--- config.mk ---
export PLATFORM = sky130hd
export DESIGN_NAME = sbox_layer_seq
export DESIGN_NICKNAME = d
export VERILOG_FILES = /design/src/rtl/sbox_layer_seq.sv
export SDC_FILE = /design/constraint.sdc
export NUM_CORES = 1
export LEC_CHECK = 0
export CAP_MARGIN = 10
export CORE_ASPECT_RATIO = 0.9
export CORE_MARGIN = 3
export CORE_UTILIZATION = 35
export CTS_CLUSTER_DIAMETER = 80
export DETAILED_ROUTE_END_ITERATION = 7
export PLACE_DENSITY_LB_ADDON = 0.05
export SLEW_MARGIN = 20
export SYNTH_ARGS = -nofsm -noshare
export SYNTH_HDL_FRONTEND = slang
export SYNTH_SLANG_ARGS = --single-unit
--- constraint.sdc ---
create_clock -name clk -period 5.4 [get_ports clk]
set_input_delay 1.08 -clock clk [delete_from_list [all_inputs] [get_ports clk]]
set_output_delay 1.08 -clock clk [all_outputs]
set_load 0.02 [all_outputs]
--- src/rtl/sbox_layer_seq.sv ---
// sbox_layer_seq: sequencer for the QARMA-128 S-box layer over a 128-bit state.
// The forward or inverse byte S-box is applied to all 16 bytes. A shared bank of
// LANES byte transforms handles one group of LANES bytes per cycle, in place.
//
// Parameters:
//   LANES        bytes per cycle; legal values 1, 2, 4, 8, 16
// Ports:
//   clk          clock, rising edge
//   rst_n        asynchronous active-low reset
//   start_valid  request valid (din, inv)
//   start_ready  request can be accepted (IDLE only)
//   inv          0 = forward S-box, 1 = inverse S-box; sampled at accept
//   din          input state, byte k = din[8k+7:8k]
//   dout_valid   dout holds a finished result (DONE)
//   dout_ready   consumer accepts dout
//   dout         transformed state
//   busy         high while groups are being transformed
//   ops_done     saturating count of completed results (only with SBOX_SEQ_PERF_EN)
//
// Build option: define SBOX_SEQ_PERF_EN to add the ops_done counter and port.
module sbox_layer_seq #(
  parameter int unsigned LANES = 4
) (
  input  logic         clk,
  input  logic         rst_n,
  input  logic         start_valid,
  output logic         start_ready,
  input  logic         inv,
  input  logic [127:0] din,
  output logic         dout_valid,
  input  logic         dout_ready,
  output logic [127:0] dout,
  output logic         busy
`ifdef SBOX_SEQ_PERF_EN
  ,
  output logic [15:0]  ops_done
`endif
);

  if (!(LANES == 1 || LANES == 2 || LANES == 4 || LANES == 8 || LANES == 16)) begin : g_bad_lanes
    $error("sbox_layer_seq: LANES must be 1, 2, 4, 8 or 16");
  end

  localparam int unsigned Steps   = 16 / LANES;
  localparam int unsigned GroupW  = 8 * LANES;
  localparam logic [3:0]  LastCnt = 4'(Steps - 1);

  typedef enum logic [1:0] {StIdle, StBusy, StDone} st_e;

  st_e          st_q, st_d;
  logic [127:0] sreg_q, sreg_d;
  logic [3:0]   cnt_q, cnt_d;
  logic         inv_q, inv_d;

  logic [GroupW-1:0] grp_in, grp_out;

  function automatic logic [3:0] sigma(input logic [3:0] x);
    logic [3:0] r;
    case (x)
      4'h0: r = 4'h0;
      4'h1: r = 4'he;
      4'h2: r = 4'h2;
      4'h3: r = 4'ha;
      4'h4: r = 4'h9;
      4'h5: r = 4'hf;
      4'h6: r = 4'h8;
      4'h7: r = 4'hb;
      4'h8: r = 4'h6;
      4'h9: r = 4'h4;
      4'ha: r = 4'h3;
      4'hb: r = 4'h7;
      4'hc: r = 4'hd;
      4'hd: r = 4'hc;
      4'he: r = 4'h1;
      default: r = 4'h5;
    endcase
    return r;
  endfunction

  // Forward: low nibble feeds the even output bits, high nibble the odd ones.
  function automatic logic [7:0] sbox_fwd(input logic [7:0] b);
    logic [3:0] lo, hi;
    lo = sigma(b[3:0]);
    hi = sigma(b[7:4]);
    return {hi[3], lo[3], hi[2], lo[2], hi[1], lo[1], hi[0], lo[0]};
  endfunction

  // Inverse: gather even/odd input bits into nibbles, then substitute.
  function automatic logic [7:0] sbox_inv(input logic [7:0] b);
    logic [3:0] ev, od;
    ev = {b[6], b[4], b[2], b[0]};
    od = {b[7], b[5], b[3], b[1]};
    return {sigma(od), sigma(ev)};
  endfunction

  // Group select mux and the shared lane bank.
  always_comb begin
    grp_in = '0;
    for (int g = 0; g < int'(Steps); g++) begin
      if (cnt_q == 4'(g)) grp_in = sreg_q[g*GroupW +: GroupW];
    end
    grp_out = '0;
    for (int l = 0; l < int'(LANES); l++) begin
      grp_out[8*l +: 8] = inv_q ? sbox_inv(grp_in[8*l +: 8]) : sbox_fwd(grp_in[8*l +: 8]);
    end
  end

  always_comb begin
    st_d        = st_q;
    sreg_d      = sreg_q;
    cnt_d       = cnt_q;
    inv_d       = inv_q;
    start_ready = 1'b0;
    busy        = 1'b0;
    dout_valid  = 1'b0;
    unique case (st_q)
      StIdle: begin
        start_ready = 1'b1;
        if (start_valid) begin
          sreg_d = din;
          inv_d  = inv;
          cnt_d  = '0;
          st_d   = StBusy;
        end
      end
      StBusy: begin
        busy = 1'b1;
        // Only the active group is rewritten; other bytes hold their value.
        for (int g = 0; g < int'(Steps); g++) begin
          if (cnt_q == 4'(g)) sreg_d[g*GroupW +: GroupW] = grp_out;
        end
        cnt_d = cnt_q + 4'd1;
        if (cnt_q == LastCnt) st_d = StDone;
      end
      StDone: begin
        dout_valid = 1'b1;
        if (dout_ready) st_d = StIdle;
      end
      default: st_d = StIdle;
    endcase
  end

  always_ff @(posedge clk or negedge rst_n) begin
    if (!rst_n) begin
      st_q   <= StIdle;
      sreg_q <= '0;
      cnt_q  <= '0;
      inv_q  <= 1'b0;
    end else begin
      st_q   <= st_d;
      sreg_q <= sreg_d;
      cnt_q  <= cnt_d;
      inv_q  <= inv_d;
    end
  end

  assign dout = sreg_q;

`ifdef SBOX_SEQ_PERF_EN
  logic [15:0] ops_q;

  always_ff @(posedge clk or negedge rst_n) begin
    if (!rst_n) begin
      ops_q <= '0;
    end else if (dout_valid && dout_ready && (ops_q != 16'hFFFF)) begin
      ops_q <= ops_q + 16'd1;
    end
  end

  assign ops_done = ops_q;
`endif

endmodule

======== Yosys cells after proc, flatten, opt, wreduce, memory -nomap -nowiden ========
Memory sizes are Yosys's and may differ from the RTL's.
Cells that the tools add are included.
word-level totals
  flip-flop bits (word level) ............. 135
  bits in read-only memories .............. 1,024
  input port bits ......................... 133
  output and inout port bits .............. 131
  logic and storage cells ................. 68
  memories ................................ 16
operators by class
  $add $sub $neg .......................... 1
  eq/ne operators ......................... 11
  muxes and demuxes ....................... 23
  reductions and logical operators ........ 10
memory list
  memory           depth  bits a word  read ports  clocked after Yosys merged registers in  write ports  RTL line  text
  (no name shown)  16     4            1           0                                        0            59        case (x)
  (no name shown)  16     4            1           0                                        0            59
  (no name shown)  16     4            1           0                                        0            59
  (no name shown)  16     4            1           0                                        0            59
  (no name shown)  16     4            1           0                                        0            59
  (no name shown)  16     4            1           0                                        0            59
  +10 memories     --     --           --          --                                       --           --
operator list
  operator             number
  $mux 32              8
  $pmux 128 s2         1
  $mux 128             1
  $mux 8               4
  $reduce_and 3->1     5
  $ne 2x2->1 const B   6
  $eq 4x2->1 const B   2
  $pmux 4 s2           1
  $mux 2               3
  $pmux 2 s3           1
  $add 4x1->4 const B  1
  $eq 4x1->1 const B   1
  $logic_not 4->1      1
  $mux 4               1
  $reduce_and 2->1     2
  $mux 1               3
  $eq 2x1->1 const B   1
  $eq 2x2->1 const B   1
  $logic_not 2->1      1
  $reduce_bool 2->1    1

======== Depth between registers and ports, before layout ========
An unclocked memory read counts as a cell.
  word-level depth ........................ 9
  mapped depth ............................ 13
  depth with buffers taken out ............ 9

======== Worst setup path before layout ========
No wires, ideal clock.
  path type ............................... reg2out
  start point ............................. reg st_q[1]
  end point ............................... out busy
  arrival ................................. 1.636 ns
  data required time ...................... 4.320 ns
  slack ................................... 2.684 ns
  stages on the path, launching flop included .. 6
  buffers on the path ..................... 3
  path through ............................ dfrtp_1 nand2b_1 inv_1 clkbuf_1 buf_1 clkbuf_1
between the ends
  word-level cells in the longest chain between the ends .. 2
ends and longest elaborated chain
  item                    RTL line  text
  from (decl)             50        st_e st_q, st_d;
  from (signal assigned)  145       st_q <= StIdle;
  from (signal assigned)  150       st_q <= st_d;
  $eq 2x1->1              116       unique case (st_q)
  $mux 1                  116
  to (decl)               33        output logic busy
No other way between the ends.

======== Final worst setup path ========
  start point ............................. reg cnt_q[0]
  end point ............................... reg sreg_q[57] (netlist: dout[57])
between the ends
  word-level cells in the longest chain between the ends .. 9
  elaborated cells on any way between the ends .. 15
  those cells by class .................... eq/ne: 4; mux: 7; reduce/logical: 2; memory: 2
ends and longest elaborated chain
  item                    RTL line  text
  from (decl)             52        logic [3:0] cnt_q, cnt_d;
  from (signal assigned)  152       cnt_q <= cnt_d;
  $logic_not 4->1         100       if (cnt_q == 4'(g)) grp_in = sreg_q[g*GroupW +: GroupW];
  $mux 32 (4 in series)   100
  $mem_v2 16x4            --
  $mux 8                  104       grp_out[8*l +: 8] = inv_q ? sbox_inv(grp_in[8*l +: 8]) : sbox_fwd(grp_in[8*l +: 8]);
  $mux 32                 130       if (cnt_q == 4'(g)) sreg_d[g*GroupW +: GroupW] = grp_out;
  $pmux 128 s2            116
  to (signal assigned)    151       sreg_q <= sreg_d;
  to (decl)               51        logic [127:0] sreg_q, sreg_d;
Parallel ways exist; a longest one is shown, timed or not. The select of a mux whose other input is x is not followed.
A chain may end at the register's enable or synchronous reset.

==> reports/metrics.cfg <==
[drt]
drtIter0Drc = 671
vias = 9113
drt_pass1_iterations = 5
avgViaCountPerCell = 5.86
routed_wl_mm = 35.5
remaining_drc_errors = 0
antenna_left = 0
avgRoutedWirePerCell_um = 22.9

[floorplan]
die_height_um = 155
initial_core_util = 0.362
die_w_um = 171
pin_count = 264
core_area_sq_mm = 0.0238
rows = 53
dieArea_sq_mm = 0.0266

[run_status]
status = finished clean

[critical_path]
start_kind = flip-flop
crit_chain = inv_1 > ha_1 > nor2b_4 > a221oi_1 > o41ai_4 > o211ai_1 > a311oi_2 > o22a_1
endpoint_kind = flip-flop
reg2regPathDepth = 8
slowest_delay_ns = 0.91
crit_arrival_ns = 4.38
path_delay_family = compound AO/OA/AOI/OAI gates
ff2ff_setup_slack_ns = 1.39
slowest_stage = ha_1
rr_startpoint = cnt_q[0]$_DFFE_PN0P_
cp_max_fo = 21
endpoint = dout[57]$_DFFE_PN0P_
rr_endpoint = dout[57]$_DFFE_PN0P_
worstPathRequired_ns = 5.77
critPathBufInv = 1
startpoint = cnt_q[0]$_DFFE_PN0P_
crit_type = reg -> reg
cp_num_cells = 8

[sta]
grt_setup_unrepaired = no
finalCritPeriodShare = 0.743
relSlewSlack = 0.246
setup_viol = 0
finClkSkew_ns = 0.0100
tightest_slew_ns = 1.13
post-route-min-period_ns = 4.01
finalHoldViolations = 0
max_freq_ghz = 0.249
slew_violations = 0
setup-tns-final_ns = 0

[logic_synthesis]
syn_nets = 1165
syn_inst = 1028
ys_types = 72
yosys_warnings = 0
ys_ff_latch = 135
synth_flop_cell = dfrtp_1
ys_seq_area_frac = 0.392
synth-async-reset-ratio = 1.00
syn_avg_cell_area_sq_um = 8.39
synth-edff-count = 0
synth_area_sq_mm = 0.00863

[final_layout]
antenna_cells = 0
final_nets = 1378
syn2layout_area_growth_pct = 39.5
drive_gt1_frac = 0.0678

[global_routing]
grt.total_usage = 0.261
grt_max_degree = 101
grt_pass1_wl_mm = 53.3
antenna_found_initial = 0
overflow = 0
grt_pass1_vias = 8918

[clock_tree]
cts_resized = 0
clock_latency_ns = 0.43
hold_buffers = 0
clkTransAtPathRegs_ns = 0.06
clock-root-buffer = clkbuf_16
htree_levels = 4
cts.path.max_buffers = 2
numCtsBuffers = 17
cts_tree = built
cts_num_sinks = 135
cts_setup_buffers = 0

[placement]
io_buffers = 263
dpl.hpwl_mm = 25.4
gp_congestion = 0.903

[worst_hold_path]
min_path_type = reg -> reg

[run]
drv_cap = 0

Yosys cell counts (all sizes together) (10+ instances only):
| library cell | n | share of area |
|---|---|---|
| dfrtp | 135 | 0.39 |
| nor2 | 139 | 0.060 |
| and2 | 12 | 0.0087 |
| nand2 | 163 | 0.071 |
| nor3 | 18 | 0.014 |
| a221o | 11 | 0.013 |
| buf | 34 | 0.025 |
| nor2b | 22 | 0.017 |
| a22o | 49 | 0.050 |
| nand3b | 13 | 0.011 |
| o21ai | 61 | 0.035 |
| a32oi | 11 | 0.014 |
| a211oi | 10 | 0.0099 |
| nand3 | 12 | 0.0070 |
| a21oi | 70 | 0.041 |
| o22ai | 14 | 0.010 |
| a221oi | 12 | 0.012 |
| clkbuf | 55 | 0.024 |
| o31ai | 10 | 0.0087 |
| o22a | 48 | 0.049 |
metal layers:
metal / wire, um / track usage / share of wire / vias to the layer above
met5: 0 / 0 / 0 / -
met4: 691 / 0.0716 / 0.019 / 0
met3: 2090 / 0.0467 / 0.059 / 38
met2: 16700 / 0.423 / 0.47 / 329
met1: 16000 / 0.361 / 0.45 / 4535
li1: - / - / - / 4211
layout make-up:
| cell class | instances | area (sq um) |
|---|---|---|
| fill | 2310 | 11800 |
| multi-input combinational | 795 | 4820 |
| sequential | 135 | 3380 |
| timing repair buffer | 283 | 2780 |
| clock buffer | 20 | 467 |
| tap | 302 | 378 |
| clock inverter | 11 | 173 |
| inverter | 9 | 33.8 |
flip-flops by register name, indices dropped and copies added, names as in the netlist:
signal and cells:
cnt_q 4, dout 128, inv_q 1, st_q 2
worst min path at each step:
| stage | startpoint | endpoint | slack [ns] | cells after the start |
|---|---|---|---|---|
| floorplan | cnt_q[3]$_DFFE_PN0P_ | cnt_q[3]$_DFFE_PN0P_ | 0.47 | 1 |
| global placement | dout[98]$_DFFE_PN0P_ | dout[98]$_DFFE_PN0P_ | 0.49 | 2 |
| detailed placement | dout[108]$_DFFE_PN0P_ | dout[108]$_DFFE_PN0P_ | 0.51 | 2 |
| CTS | dout[108]$_DFFE_PN0P_ | dout[108]$_DFFE_PN0P_ | 0.52 | 2 |
| global route | dout[108]$_DFFE_PN0P_ | dout[108]$_DFFE_PN0P_ | 0.54 | 2 |
| finish | dout[108]$_DFFE_PN0P_ | dout[108]$_DFFE_PN0P_ | 0.52 | 2 |
logic make-up after synthesis:
| family | synth area share |
|---|---|
| buffers and inverters | 0.0528 |
| DFF | 0.392 |
| muxes | 0.00841 |
| and+or+nand+nor | 0.213 |
| adders and majority gates | 0.00928 |
| AOI/OAI and AO/OA | 0.325 |
placed cells by master (no fill, tap or decap), types with 5 or more instances in the layout:
master | Yosys | routed
mux2i_1 | 5 | 5
inv_1 | 8 | 7
nand3b_1 | 13 | 13
nand2_1 | 163 | 163
nand3_1 | 12 | 12
nor3_1 | 14 | 14
and2_1 | 12 | 11
buf_4 | 7 | 20
o22a_1 | 48 | 48
o21a_1 | 5 | 5
a211o_1 | 7 | 7
a32o_1 | 6 | 6
o211a_1 | 5 | 5
nor2_1 | 139 | 138
o22ai_1 | 14 | 14
o21ai_0 | 57 | 56
o21ai_1 | 4 | 5
clkdlybuf4s50_1 | 0 | 262
a21oi_1 | 69 | 69
a221o_1 | 11 | 11
a221oi_1 | 12 | 12
a211oi_1 | 8 | 8
nor2b_1 | 21 | 21
o31ai_1 | 10 | 10
nor3b_1 | 7 | 7
dfrtp_1 | 135 | 135
o221ai_1 | 5 | 5
a22o_1 | 49 | 49
a31oi_1 | 8 | 8
and3_1 | 8 | 8
clkbuf_16 | 0 | 17
a32oi_1 | 8 | 8
o211ai_1 | 7 | 7
worst register-to-register path: stages, from the launching register on:
cell      delay (ns)
dfrtp_1         0.44
inv_1           0.11
ha_1            0.91
nor2b_4         0.65
a221oi_1        0.21
o41ai_4         0.63
o211ai_1        0.17
a311oi_2        0.60
o22a_1          0.23
stage by stage:
stage	hold slack [ns]	util	setup slack, ns	area [sq um]	instances
CTS	0.523	0.505	1.43	12000	1555
global route	0.542	0.505	1.18	12000	1555
global placement	0.489	0.478	1.57	11400	1524
detailed placement	0.510	0.478	1.45	11400	1524
floorplan	0.472	-	2.68	8630	1028
finish	0.523	0.505	1.39	12000	1555
Power is not shown: default switching activity piles up to over one toggle a cycle in this logic, so the estimate is an artifact.
